$ cat src/rtl/press_counter.sv
// press_counter
// Counts debounced push-button presses during a round and presents the
// running total to the answer-period stage.
//
// Ports:
//   Clk100M    in  : system clock, all logic on the rising edge
//   ResetN     in  : synchronous, active-low reset
//   buttonIn   in  : raw asynchronous bouncing button level, active high
//   roundStart in  : one-cycle pulse, clears the count and starts counting
//   stopCount  in  : one-cycle pulse, freezes the count
//   userCount  out : running press total, saturates at MAX_COUNT
//   counting   out : high while presses are being accepted
//   pressPulse out : one-cycle strobe per accepted debounced rising edge
//   overflow   out : sticky, a press arrived while already at MAX_COUNT
module press_counter #(
    parameter int unsigned DEBOUNCE_CYCLES = 1000000,
    parameter int unsigned MAX_COUNT       = 99
) (
    input  logic       Clk100M,
    input  logic       ResetN,
    input  logic       buttonIn,
    input  logic       roundStart,
    input  logic       stopCount,
    output logic [6:0] userCount,
    output logic       counting,
    output logic       pressPulse,
    output logic       overflow
);

    localparam int unsigned    DB_W    = $clog2(DEBOUNCE_CYCLES + 1);
    localparam logic [DB_W-1:0] DB_LAST = DB_W'(DEBOUNCE_CYCLES - 1);
    localparam logic [6:0]      MAX_Q   = 7'(MAX_COUNT);

    typedef enum logic [1:0] {
        IDLE     = 2'd0,
        COUNTING = 2'd1,
        LOCKED   = 2'd2
    } state_e;

    logic            s1_q, s1_d;
    logic            s2_q, s2_d;
    logic            deb_q, deb_d;
    logic [DB_W-1:0] db_cnt_q, db_cnt_d;
    logic            deb_prev_q, deb_prev_d;
    logic            press_pulse_q, press_pulse_d;
    state_e          state_q, state_d;
    logic [6:0]      count_q, count_d;
    logic            overflow_q, overflow_d;
    logic            rise;

    // Synchroniser, debouncer and edge detect.
    always_comb begin
        // NOTE: every always_comb output gets a default first so no path can infer a latch.
        s1_d       = buttonIn;
        s2_d       = s1_q;
        deb_d      = deb_q;
        db_cnt_d   = '0;
        deb_prev_d = deb_q;

        // The counter only runs while the synchronised level disagrees with
        // the accepted level; any return to the accepted level restarts it.
        if (s2_q != deb_q) begin
            if (db_cnt_q == DB_LAST) begin
                deb_d    = s2_q;
                db_cnt_d = '0;
            end else begin
                db_cnt_d = db_cnt_q + DB_W'(1);
            end
        end

        rise          = deb_q & ~deb_prev_q;
        press_pulse_d = rise;
    end

    // Round FSM and press counter. Priority: roundStart, then stopCount,
    // then a press, so a coincident press is never counted.
    always_comb begin
        state_d    = state_q;
        count_d    = count_q;
        overflow_d = overflow_q;

        case (state_q)
            IDLE: begin
                if (roundStart) begin
                    state_d    = COUNTING;
                    count_d    = '0;
                    overflow_d = 1'b0;
                end
            end
            COUNTING: begin
                if (roundStart) begin
                    count_d = '0;
                end else if (stopCount) begin
                    state_d = LOCKED;
                end else if (rise) begin
                    if (count_q == MAX_Q) begin
                        overflow_d = 1'b1;
                    end else begin
                        count_d = count_q + 7'd1;
                    end
                end
            end
            LOCKED: begin
                if (roundStart) begin
                    state_d = COUNTING;
                    count_d = '0;
                end
            end
            default: state_d = IDLE;
        endcase
    end

    always_ff @(posedge Clk100M) begin
        // NOTE: state is updated with non-blocking assignments so every flop samples pre-edge values.
        if (!ResetN) begin
            s1_q          <= 1'b0;
            s2_q          <= 1'b0;
            deb_q         <= 1'b0;
            db_cnt_q      <= '0;
            deb_prev_q    <= 1'b0;
            press_pulse_q <= 1'b0;
            state_q       <= IDLE;
            count_q       <= '0;
            overflow_q    <= 1'b0;
        end else begin
            s1_q          <= s1_d;
            s2_q          <= s2_d;
            deb_q         <= deb_d;
            db_cnt_q      <= db_cnt_d;
            deb_prev_q    <= deb_prev_d;
            press_pulse_q <= press_pulse_d;
            state_q       <= state_d;
            count_q       <= count_d;
            overflow_q    <= overflow_d;
        end
    end

    assign userCount  = count_q;
    assign counting   = (state_q == COUNTING);
    assign pressPulse = press_pulse_q;
    assign overflow   = overflow_q;

endmodule

$ cat config.mk
export PLATFORM = sky130hd
export DESIGN_NAME = press_counter
export DESIGN_NICKNAME = d
export VERILOG_FILES = /design/src/rtl/press_counter.sv
export SDC_FILE = /design/constraint.sdc
export NUM_CORES = 1
export LEC_CHECK = 0
export ABC_CLOCK_PERIOD_IN_PS = 2600
export CAP_MARGIN = 10
export CORE_ASPECT_RATIO = 0.9
export CORE_MARGIN = 4
export CORE_UTILIZATION = 50
export DETAILED_ROUTE_END_ITERATION = 8
export DONT_BUFFER_PORTS = 1
export GPL_ROUTABILITY_DRIVEN = 0
export GPL_TIMING_DRIVEN = 0
export SKIP_LAST_GASP = 1
export SYNTH_ARGS = -nofsm -noshare
export SYNTH_HDL_FRONTEND = slang
export SYNTH_SLANG_ARGS = --single-unit
$ cat constraint.sdc
create_clock -name Clk100M -period 2.6 [get_ports Clk100M]
set_clock_uncertainty 0.1 [all_clocks]
set_input_delay 0.39 -clock Clk100M [delete_from_list [all_inputs] [get_ports Clk100M]]
set_output_delay 0.39 -clock Clk100M [all_outputs]
set_load 0.01 [all_outputs]
==> impl_results.md, run 1 <==
* PostCTS Resize Cnt at 0
* Synth cell types at 38
* Max Slew Vio Count at 0
* Period utilisation layout at 84.4%
* Total clock sinks at 35
* Hold WS at 72.8 ps
* CTS Buf Count at 5
* Arr. time, crit path at 2310 ps
* Global-route wire length before repair at 5090 um
* Pre-CTS WS at 368 ps
* Drt wl/cell at 13.0 um
* Area post-placement at 0.00165 mm^2
* Synthesized instance count at 182
* Starting Density at 52.1%
* Synth top cells by count: dfxtp_1 (35), nor2_1 (26), nand2_1 (12), inv_1 (9), nand3_1 (9)
* Vias at 1,304
* RSZ-0062 raised after global routing: false
* Clock Power Share at 37.3%
* Worst skew pair latency at 330 ps
* Fmax at 456 MHz
* Clk buf depth at 2
* Initial antenna violation count at 0
* Post-synth EDFFs at 0
* Via density at 5.62
* Outcome: completed
* CP max-delay cell: o21ai_1
* Area Overhead vs Synth at 7.60%
* Synth top area cells: dfxtp_1 (44%), nor2_1 (6.1%), xnor2_1 (3.8%)
* Max-cap violations at 0
* Sequential share of the synthesized area at 43.9%
* Setup ws final at 406 ps
* Pwr/cell area at 523 mW/mm^2
* Nets at 196
* Vias in the first global route at 1,172
* Seq pwr share at 60.4%
* Largest net degree at the start of global routing at 11
* Fillers at 286
* Clk pin slew, worst setup/hold paths at 100 ps
* Hold Path Class: in2reg
* Input/output buffers at 0
* Register area at 701 um^2
* Max_slew headroom at 63.8%
* Yosys top cell by area: dfxtp_1
* Yosys top cell area share at 43.9%
* CTS Root Cell: clkbuf_4
* NetSw at 193 uW
* CP Class: reg2reg
* Final setup viols at 0
* Synth Net Count at 189
* Core Area at 0.00307 mm^2
* Yosys reg bits at 35
* Antenna-violating nets left at 0
* Design area at 0.00172 mm^2
* Site Rows at 19
* Post-synthesis cell area at 0.00160 mm^2
* Cell chain of the critical path: ha_1 -> nand3_1 -> o21ai_1 -> clkbuf_1 -> nor2_1
* Internal power at 705 uW
* Share of layout cells above drive strength 1 at 8.95%
* Count leader, synth: dfxtp_1
* Sw Share at 21.5%
* Max H-tree Level at 2
* Grt ovf at 0
* Area taken by multi-input logic gates at 850 um^2
* DRT Wirelength at 3020 um
* CP endpoint kind: flip-flop
* TritonCTS clock tree: built
* VDD IR max at 0.000316 V
* Crit path largest cell delay at 490 ps
* Measured slew at the worst slew-check pin at 540 ps
* Tot GR Track Use at 16.7%
* Fin. Hold Viols at 0
* Hpwl dp at 2260 um
* Drt pass-1 iters at 4
* DRC at 0
* Leak at 0.584 nW
* DR iter-0 viols at 111
* Setup TNS at 0 ps
* Post-synth ARST share at 0%
* Post-CTS Setup Bufs at 0
* Buffers and inverters on the worst path at 1
* Die ar. at 0.00416 mm^2
* Min Tclk post-route at 2190 ps
* # diodes at 0
* Combinational share of power at 2.3%
* Syn avg cell area at 8.77 um^2
* Final Util at 56.0%
* Top FF cell, synth: dfxtp_1
* Critical path's top delay family: compound AO/OA/AOI/OAI gates
* Top Ports at 15
* Worst EP required at 2720 ps
* Die X-Extent at 67.6 um
* Crit start category: flip-flop
* Yosys synthesis warning count at 0
* Hold-fix buffers, CTS at 0
* Die H at 61.6 um
* CP Max Fanout at 10
[per-layer routing]
layer / track usage, % / vias up / part of all wire, %
li1: - / 674 / -
met1: 22.0 / 599 / 50
met2: 24.4 / 23 / 43
met3: 4.74 / 8 / 4.8
met4: 9.54 / 0 / 2.3
met5: 0 / - / 0
[cells in the final DEF, fill, tap and decap left out, types with 3 or more instances in the layout]
cell type  netlist  layout
clkbuf_1         2       3
o21ai_0          8       8
nand4_1          6       6
inv_1            9       9
dfxtp_1         35      35
nand3_1          9       9
xor2_1           7       7
and3_1           8       8
and2_1           3       3
nor4_1           5       5
a21oi_1          5       5
nor2_1          26      26
clkbuf_4         0       5
xnor2_1          7       7
nand2_1         12      12
nor3_1           6       6
o22a_1           5       5
[path summary, 6_finish.rpt]
kind          startpoint           end  slack (ps)  cells past startpoint
min reg2reg   deb_prev_q    pressPulse         320                      1
max          db_cnt_q[0]  db_cnt_q[11]         410                      5
max reg2reg  db_cnt_q[0]  db_cnt_q[11]         410                      5
min             buttonIn          s1_q          70                      1
[cell families (layout without fill, tap and decap cells)]
family	count (synthesis)	after routing	share of synthesized area [%]
fa+ha+maj	2	2	1.57
simple gates	90	90	31.1
compound gates	27	27	11.6
flops	35	35	43.9
buf+inv	12	20	2.90
xor+xnor	14	14	7.68
mux	2	2	1.25
[worst reg2reg max path: stages, from the launching register on]
cell      delay (ps)
dfxtp_1          440
ha_1             340
nand3_1          210
o21ai_1          490
clkbuf_1         400
nor2_1           100
[power by group through the flow]
stage	registers, mW	logic [mW]	clock network (mW)
2_1_floorplan	0.554	0.0165	0
3_3_place_gp	0.555	0.0209	0
3_5_place_dp	0.555	0.0210	0
4_1_cts	0.542	0.0210	0.349
5_1_grt	0.543	0.0236	0.373
6_report	0.542	0.0207	0.335
[through the flow]
stage | power, mW | std cells
after global placement | 0.575 | 224
after CTS | 0.912 | 232
after floorplan | 0.571 | 182
after global routing | 0.940 | 232
after detailed placement | 0.576 | 224
final | 0.898 | 232
[area by class of cell]
| cell class | count | area share, % |
|---|---|---|
| inverter | 9 | 1.97 |
| multi-input combinational | 135 | 49.5 |
| sequential | 35 | 40.8 |
| clock buffer | 8 | 4.01 |
| buffer | 3 | 0.728 |
| tap | 42 | 3.06 |
[flip-flops by register name, summed over array words and instances, names as in the netlist]
signal      flops
overflow        1
pressPulse      1
s2_q            1
state_q         2
deb_prev_q      1
s1_q            1
userCount       7
deb_prev_d      1
db_cnt_q       20
(Power assumes the default switching activity.)
==> run 2: changes to the inputs <==
- ABC_CLOCK_PERIOD_IN_PS: 2600 -> 2150
- clock period: 2.6 -> 2.15 ns (I/O delays scaled with it)
==> impl_results.md, run 2 (synthesis gave the netlist of run 1 again) <==
* Outcome: completed
* Drt pass-1 iters at 4 (unchanged)
* Drt wl/cell at 13.0 um (-0.13%)
* Area post-placement at 0.00165 mm^2 (unchanged)
* Max-cap violations at 0 (unchanged)
* TritonCTS clock tree: built
* Leak at 0.631 nW (+8.1%)
* Design area at 0.00175 mm^2 (+1.8%)
* RSZ-0062 raised after global routing: false
* CTS Root Cell: clkbuf_4
* CP Class: reg2reg
* Commonest non-fill, non-tap cell in the layout: dfxtp_1
* Starting Density at 52.1% (unchanged)
* Via density at 5.62 (about the same)
* Crit start category: flip-flop
* Grt ovf at 0 (unchanged)
* Hpwl dp at 2260 um (unchanged)
* Final Non-Filler Cells at 234 (+0.86%)
* Share of layout cells above drive strength 1 at 10.4% (+1.5 points)
* Vias in the first global route at 1,183 (+0.94%)
* Final Util at 57.0% (+1.0 points)
* Final setup viols at 0 (unchanged)
* Max Slew Vio Count at 0 (unchanged)
* Measured slew at the worst slew-check pin at 478 ps (-61.2 ps)
* # diodes at 0 (unchanged)
* DR iter-0 viols at 141 (+27%)
* Initial antenna violation count at 0 (unchanged)
* Die H at 61.6 um (unchanged)
* Min Tclk post-route at 2050 ps (-141 ps)
* Total clock sinks at 35 (unchanged)
* Die X-Extent at 67.6 um (unchanged)
* Fmax at 487 MHz (+6.9%)
* CTS Buf Count at 5 (unchanged)
* Site Rows at 19 (unchanged)
* Area Overhead vs Synth at 9.56%
* Top Ports at 15 (unchanged)
* Global-route wire length before repair at 5130 um (+0.94%)
* Met3 Track Usage GR at 4.74% (unchanged)
* Clk buf depth at 2 (unchanged)
* Grt peak-use layer: met2
* Period utilisation layout at 95.5% (+11 points)
* Input/output buffers at 0 (unchanged)
* Vias at 1,314 (+0.77%)
* CP Max Fanout at 9 (-1)
* Met2 GRT Util at 24.7% (+0.28 points)
* DP Cell Count at 224 (unchanged)
* Fin. Hold Viols at 0 (unchanged)
* VDD IR max at 0.000383 V (+21%)
* Most frequent cells in the layout: dfxtp_1 (35), nor2_1 (26), nand2_1 (12)
* Worst EP required at 2320 ps (-400 ps)
* Worst skew pair latency at 330 ps (about the same)
* Hold Path Class: in2reg
* Tot GR Track Use at 16.8% (+0.12 points)
* Core Area at 0.00307 mm^2 (unchanged)
* Nets at 198 (+1.0%)
* DRT Wirelength at 3050 um (+0.73%)
* Antenna-violating nets left at 0 (unchanged)
* Met1 usage at 22.1% (+0.11 points)
* Largest net degree at the start of global routing at 11 (unchanged)
* Largest Register: db_cnt_q
* Largest register FFs at 20 (unchanged)
* Arr. time, crit path at 2220 ps (-90 ps)
* Die ar. at 0.00416 mm^2 (unchanged)
* CP endpoint kind: flip-flop
* Pwr/cell area at 622 mW/mm^2 (+19%)
* Max H-tree Level at 2 (unchanged)
* Max_slew headroom at 67.8% (+4.0 points)
* DRC at 0 (unchanged)
* Clk pin slew, worst setup/hold paths at 100 ps (about the same)
-- run 2: changes by cell type in the layout (fill, tap and decap cells not counted), sizes merged --
| cell | previous run | this run |
|---|---|---|
| buf | 1 | 2 |
| dlygate4sd3 | 0 | 1 |
-- run 2: critical path, cell delays in order, from the launching register on --
cell and delay, ps:
dfxtp_1 480, nand4_4 200, or4_4 590, or4_1 480, a21oi_1 140
-- run 2: area by class of cell --
class / instances / area, um^2
Multi-Input combinational cell: 135 / 862
Tap cell: 42 / 52.6
Inverter: 9 / 33.8
Sequential cell: 35 / 701
Buffer: 3 / 13.8
Timing Repair Buffer: 2 / 17.5
Clock buffer: 8 / 68.8
Fill cell: 282 / 1320
-- run 2: power breakdown --
group          total, mW  switching (mW)  internal (mW)
Clock              0.405           0.213          0.192
Sequential         0.656         0.00387          0.652
Combinational     0.0269          0.0173        0.00962
-- run 2: layer usage --
layer | share of wire [%] | wire [um]
met1 | 50 | 1540
met2 | 43 | 1320
met3 | 4.0 | 122
met4 | 2.3 | 70
met5 | 0 | 0
-- run 2: path summary, 6_finish.rpt --
| kind | startpoint | endpoint | slack (ps) | cells after the start |
|---|---|---|---|---|
| hold reg to reg | deb_prev_q | pressPulse | 320 | 1 |
| setup / recovery | db_cnt_q[2] | db_cnt_q[18] | 100 | 4 |
| hold / removal | stopCount | state_q[1] | 50 | 2 |
| setup reg to reg | db_cnt_q[2] | db_cnt_q[18] | 100 | 4 |
-- run 2: what timing repair did --
action	CTS	global route
hold buffers	1	0
buffers inserted	0	1
endpoints found under the hold margin	1	0
endpoints found under the setup margin	17	17
resized for setup	2	2
pin swaps	0	1
-- run 2: metrics by stage --
stage	setup TNS (ps)	worst slack (ps)	hold WS (ps)	power (mW)
final	0	97.0	47.3	1.09
after global routing	0	0.950	28.3	1.14
after CTS	0	24.5	28.5	1.10
after detailed placement	-696	-81.8	304	0.696
after global placement	-284	-35.6	295	0.696
after floorplan	0	233	285	0.690
==> run 3: changes to the inputs <==
- CAP_MARGIN: 10 -> default
- CELL_PAD_IN_SITES_DETAIL_PLACEMENT: default -> 1
- CELL_PAD_IN_SITES_GLOBAL_PLACEMENT: default -> 2
- CORE_UTILIZATION: 50 -> 34
- DONT_BUFFER_PORTS: 1 -> default
- PLACE_DENSITY_LB_ADDON: default -> 0.1
==> impl_results.md, run 3 (synthesis gave the netlist of run 1 again) <==
* Design area at 0.00196 mm^2 (+12%)
* Crit start category: flip-flop
* DRC at 0 (unchanged)
* Worst EP required at 2260 ps (-60 ps)
* Min Tclk post-route at 2040 ps (-16.6 ps)
* DR iter-0 viols at 64 (-55%)
* Critical path's top delay family: simple AND/OR/NAND/NOR gates
* Fin. Hold Viols at 0 (unchanged)
* Leak at 0.702 nW (+11%)
* Top Ports at 15 (unchanged)
* Met3 Track Usage GR at 3.83% (-0.92 points)
* Grt peak-use layer: met2
* Die ar. at 0.00586 mm^2 (+41%)
* Largest net degree at the start of global routing at 12 (+1)
* Period utilisation layout at 94.7% (-0.77 points)
* Area post-placement at 0.00181 mm^2 (+10%)
* Clk pin slew, worst setup/hold paths at 70 ps (-30 ps)
* Buffers and inverters on the worst path at 0 (unchanged)
* Input/output buffers at 14 (+14)
* Met1 usage at 19.3% (-2.8 points)
* Site Rows at 23 (+4)
* Global-route wire length before repair at 6220 um (+21%)
* Final setup viols at 0 (unchanged)
* VDD IR max at 0.000295 V (-23%)
* CTS Root Cell: clkbuf_8
* Die H at 73.0 um (+19%)
* CP Class: reg2reg
* # diodes at 0 (unchanged)
* Drt pass-1 iters at 4 (unchanged)
* Grt ovf at 0 (unchanged)
* Fillers at 537 (+90%)
* Cell chain of the critical path: nand4_4 -> or4_4 -> or3_2 -> a21oi_1
* Vias at 1,406 (+7.0%)
* Most frequent cells in the layout: dfxtp_1 (33), nor2_1 (26), clkdlybuf4s50_1 (14)
* Measured slew at the worst slew-check pin at 558 ps (+79.5 ps)
* Fmax at 491 MHz (+0.82%)
* Area Overhead vs Synth at 23.0%
* Share of layout cells above drive strength 1 at 11.2% (+0.80 points)
* Vias in the first global route at 1,305 (+10%)
* Clk buf depth at 2 (unchanged)
* Antenna-violating nets left at 0 (unchanged)
* CP Max Fanout at 9 (unchanged)
* Hold Path Class: reg2reg
* Register area at 703 um^2 (+0.36%)
* Largest register FFs at 20 (unchanged)
* Crit path largest cell delay at 590 ps (about the same)
* CP endpoint kind: flip-flop
* Worst skew pair latency at 280 ps (-50 ps)
* Area taken by multi-input logic gates at 870 um^2 (+0.87%)
* Total clock sinks at 35 (unchanged)
* Pre-CTS WS at -239 ps (-157 ps)
* TritonCTS clock tree: built
* Tot GR Track Use at 13.8% (-3.0 points)
* Setup TNS at 0 ps (unchanged)
* Die X-Extent at 80.2 um (+19%)
* Met2 GRT Util at 20.7% (-4.0 points)
* Initial antenna violation count at 0 (unchanged)
* Core Area at 0.00449 mm^2 (+46%)
* Starting Density at 35.6% (-16 points)
* CP max-delay cell: or4_4
* RSZ-0062 raised after global routing: false
* Via density at 5.27 (-6.2%)
* CTS Buf Count at 5 (unchanged)
* Max_slew headroom at 62.5% (-5.4 points)
* Outcome: completed
* Max Slew Vio Count at 0 (unchanged)
* Nets at 211 (+6.6%)
* Arr. time, crit path at 2140 ps (-80 ps)
* Pwr/cell area at 667 mW/mm^2 (+7.3%)
* DRT Wirelength at 3830 um (+26%)
* Drt wl/cell at 14.3 um (+10%)
* Hold-fix buffers, CTS at 0 (-1)
* Max-cap violations at 0 (unchanged)
* Max H-tree Level at 2 (unchanged)
* Commonest non-fill, non-tap cell in the layout: dfxtp_1
* Largest Register: db_cnt_q
* Hpwl dp at 2890 um (+28%)
* Setup ws final at 114 ps (+16.6 ps)
## run 3: cell count changes in the layout (fill, tap and decap cells not counted), sizes merged
| cell | delta |
|---|---|
| clkbuf | -2 |
| clkinv | +1 |
| clkdlybuf4s50 | +14 |
| bufinv | +1 |
| dlygate4sd3 | -1 |
## run 3: worst paths after layout
path,depth (start not counted),slack (ps),startpoint,endpoint
worst min register to register,1,300,deb_prev_q,pressPulse
worst max register to register,4,110,db_cnt_q[3],db_cnt_q[16]
worst min-delay path,1,300,deb_prev_q,pressPulse
worst max-delay path,4,110,db_cnt_q[3],db_cnt_q[16]
## run 3: what timing repair did
action                                  4_1_cts  5_1_grt
resized for setup                             3        3
pin swaps                                     0        1
setup buffers                                 0        1
endpoints found under the setup margin       11       19
## run 3: area by class of cell
type | instances | area share, %
inverter | 9 | 1.72
clock buffer | 6 | 4.21
timing repair buffer | 15 | 7.52
tap | 62 | 3.95
multi-input combinational | 135 | 44.3
buffer | 3 | 0.701
clock inverter | 2 | 1.78
sequential | 35 | 35.8
## run 3: report_power, final
group          switching [mW]  leakage (nW)  internal, mW
combinational          0.0212         0.357        0.0170
clock                   0.240        0.0612         0.375
sequential            0.00440         0.284         0.652
total                   0.266         0.702          1.04
## run 3: metrics by stage
| step | hold slack (ps) | power, mW | utilization [%] | std cells |
|---|---|---|---|---|
| 2_1_floorplan | 285 | 0.690 | - | 182 |
| 3_3_place_gp | 305 | 0.707 | 40.4 | 258 |
| 3_5_place_dp | 295 | 0.709 | 40.4 | 258 |
| 4_1_cts | 309 | 1.33 | 43.3 | 266 |
| 5_1_grt | 338 | 1.36 | 43.7 | 267 |
| 6_report | 304 | 1.31 | 43.7 | 267 |
## run 3: worst register-to-register path, delay by kind of cell (launching register included)
family          cells  cell delay (ps)
simple gates        3             1250
compound gates      1              160
flops               1              450
## run 3: metal layers
metal | vias to the layer above | share of wire, %
met4 | 0 | 0.57
met5 | - | 0
li1 | 698 | -
met3 | 2 | 4.2
met1 | 683 | 52
met2 | 23 | 43
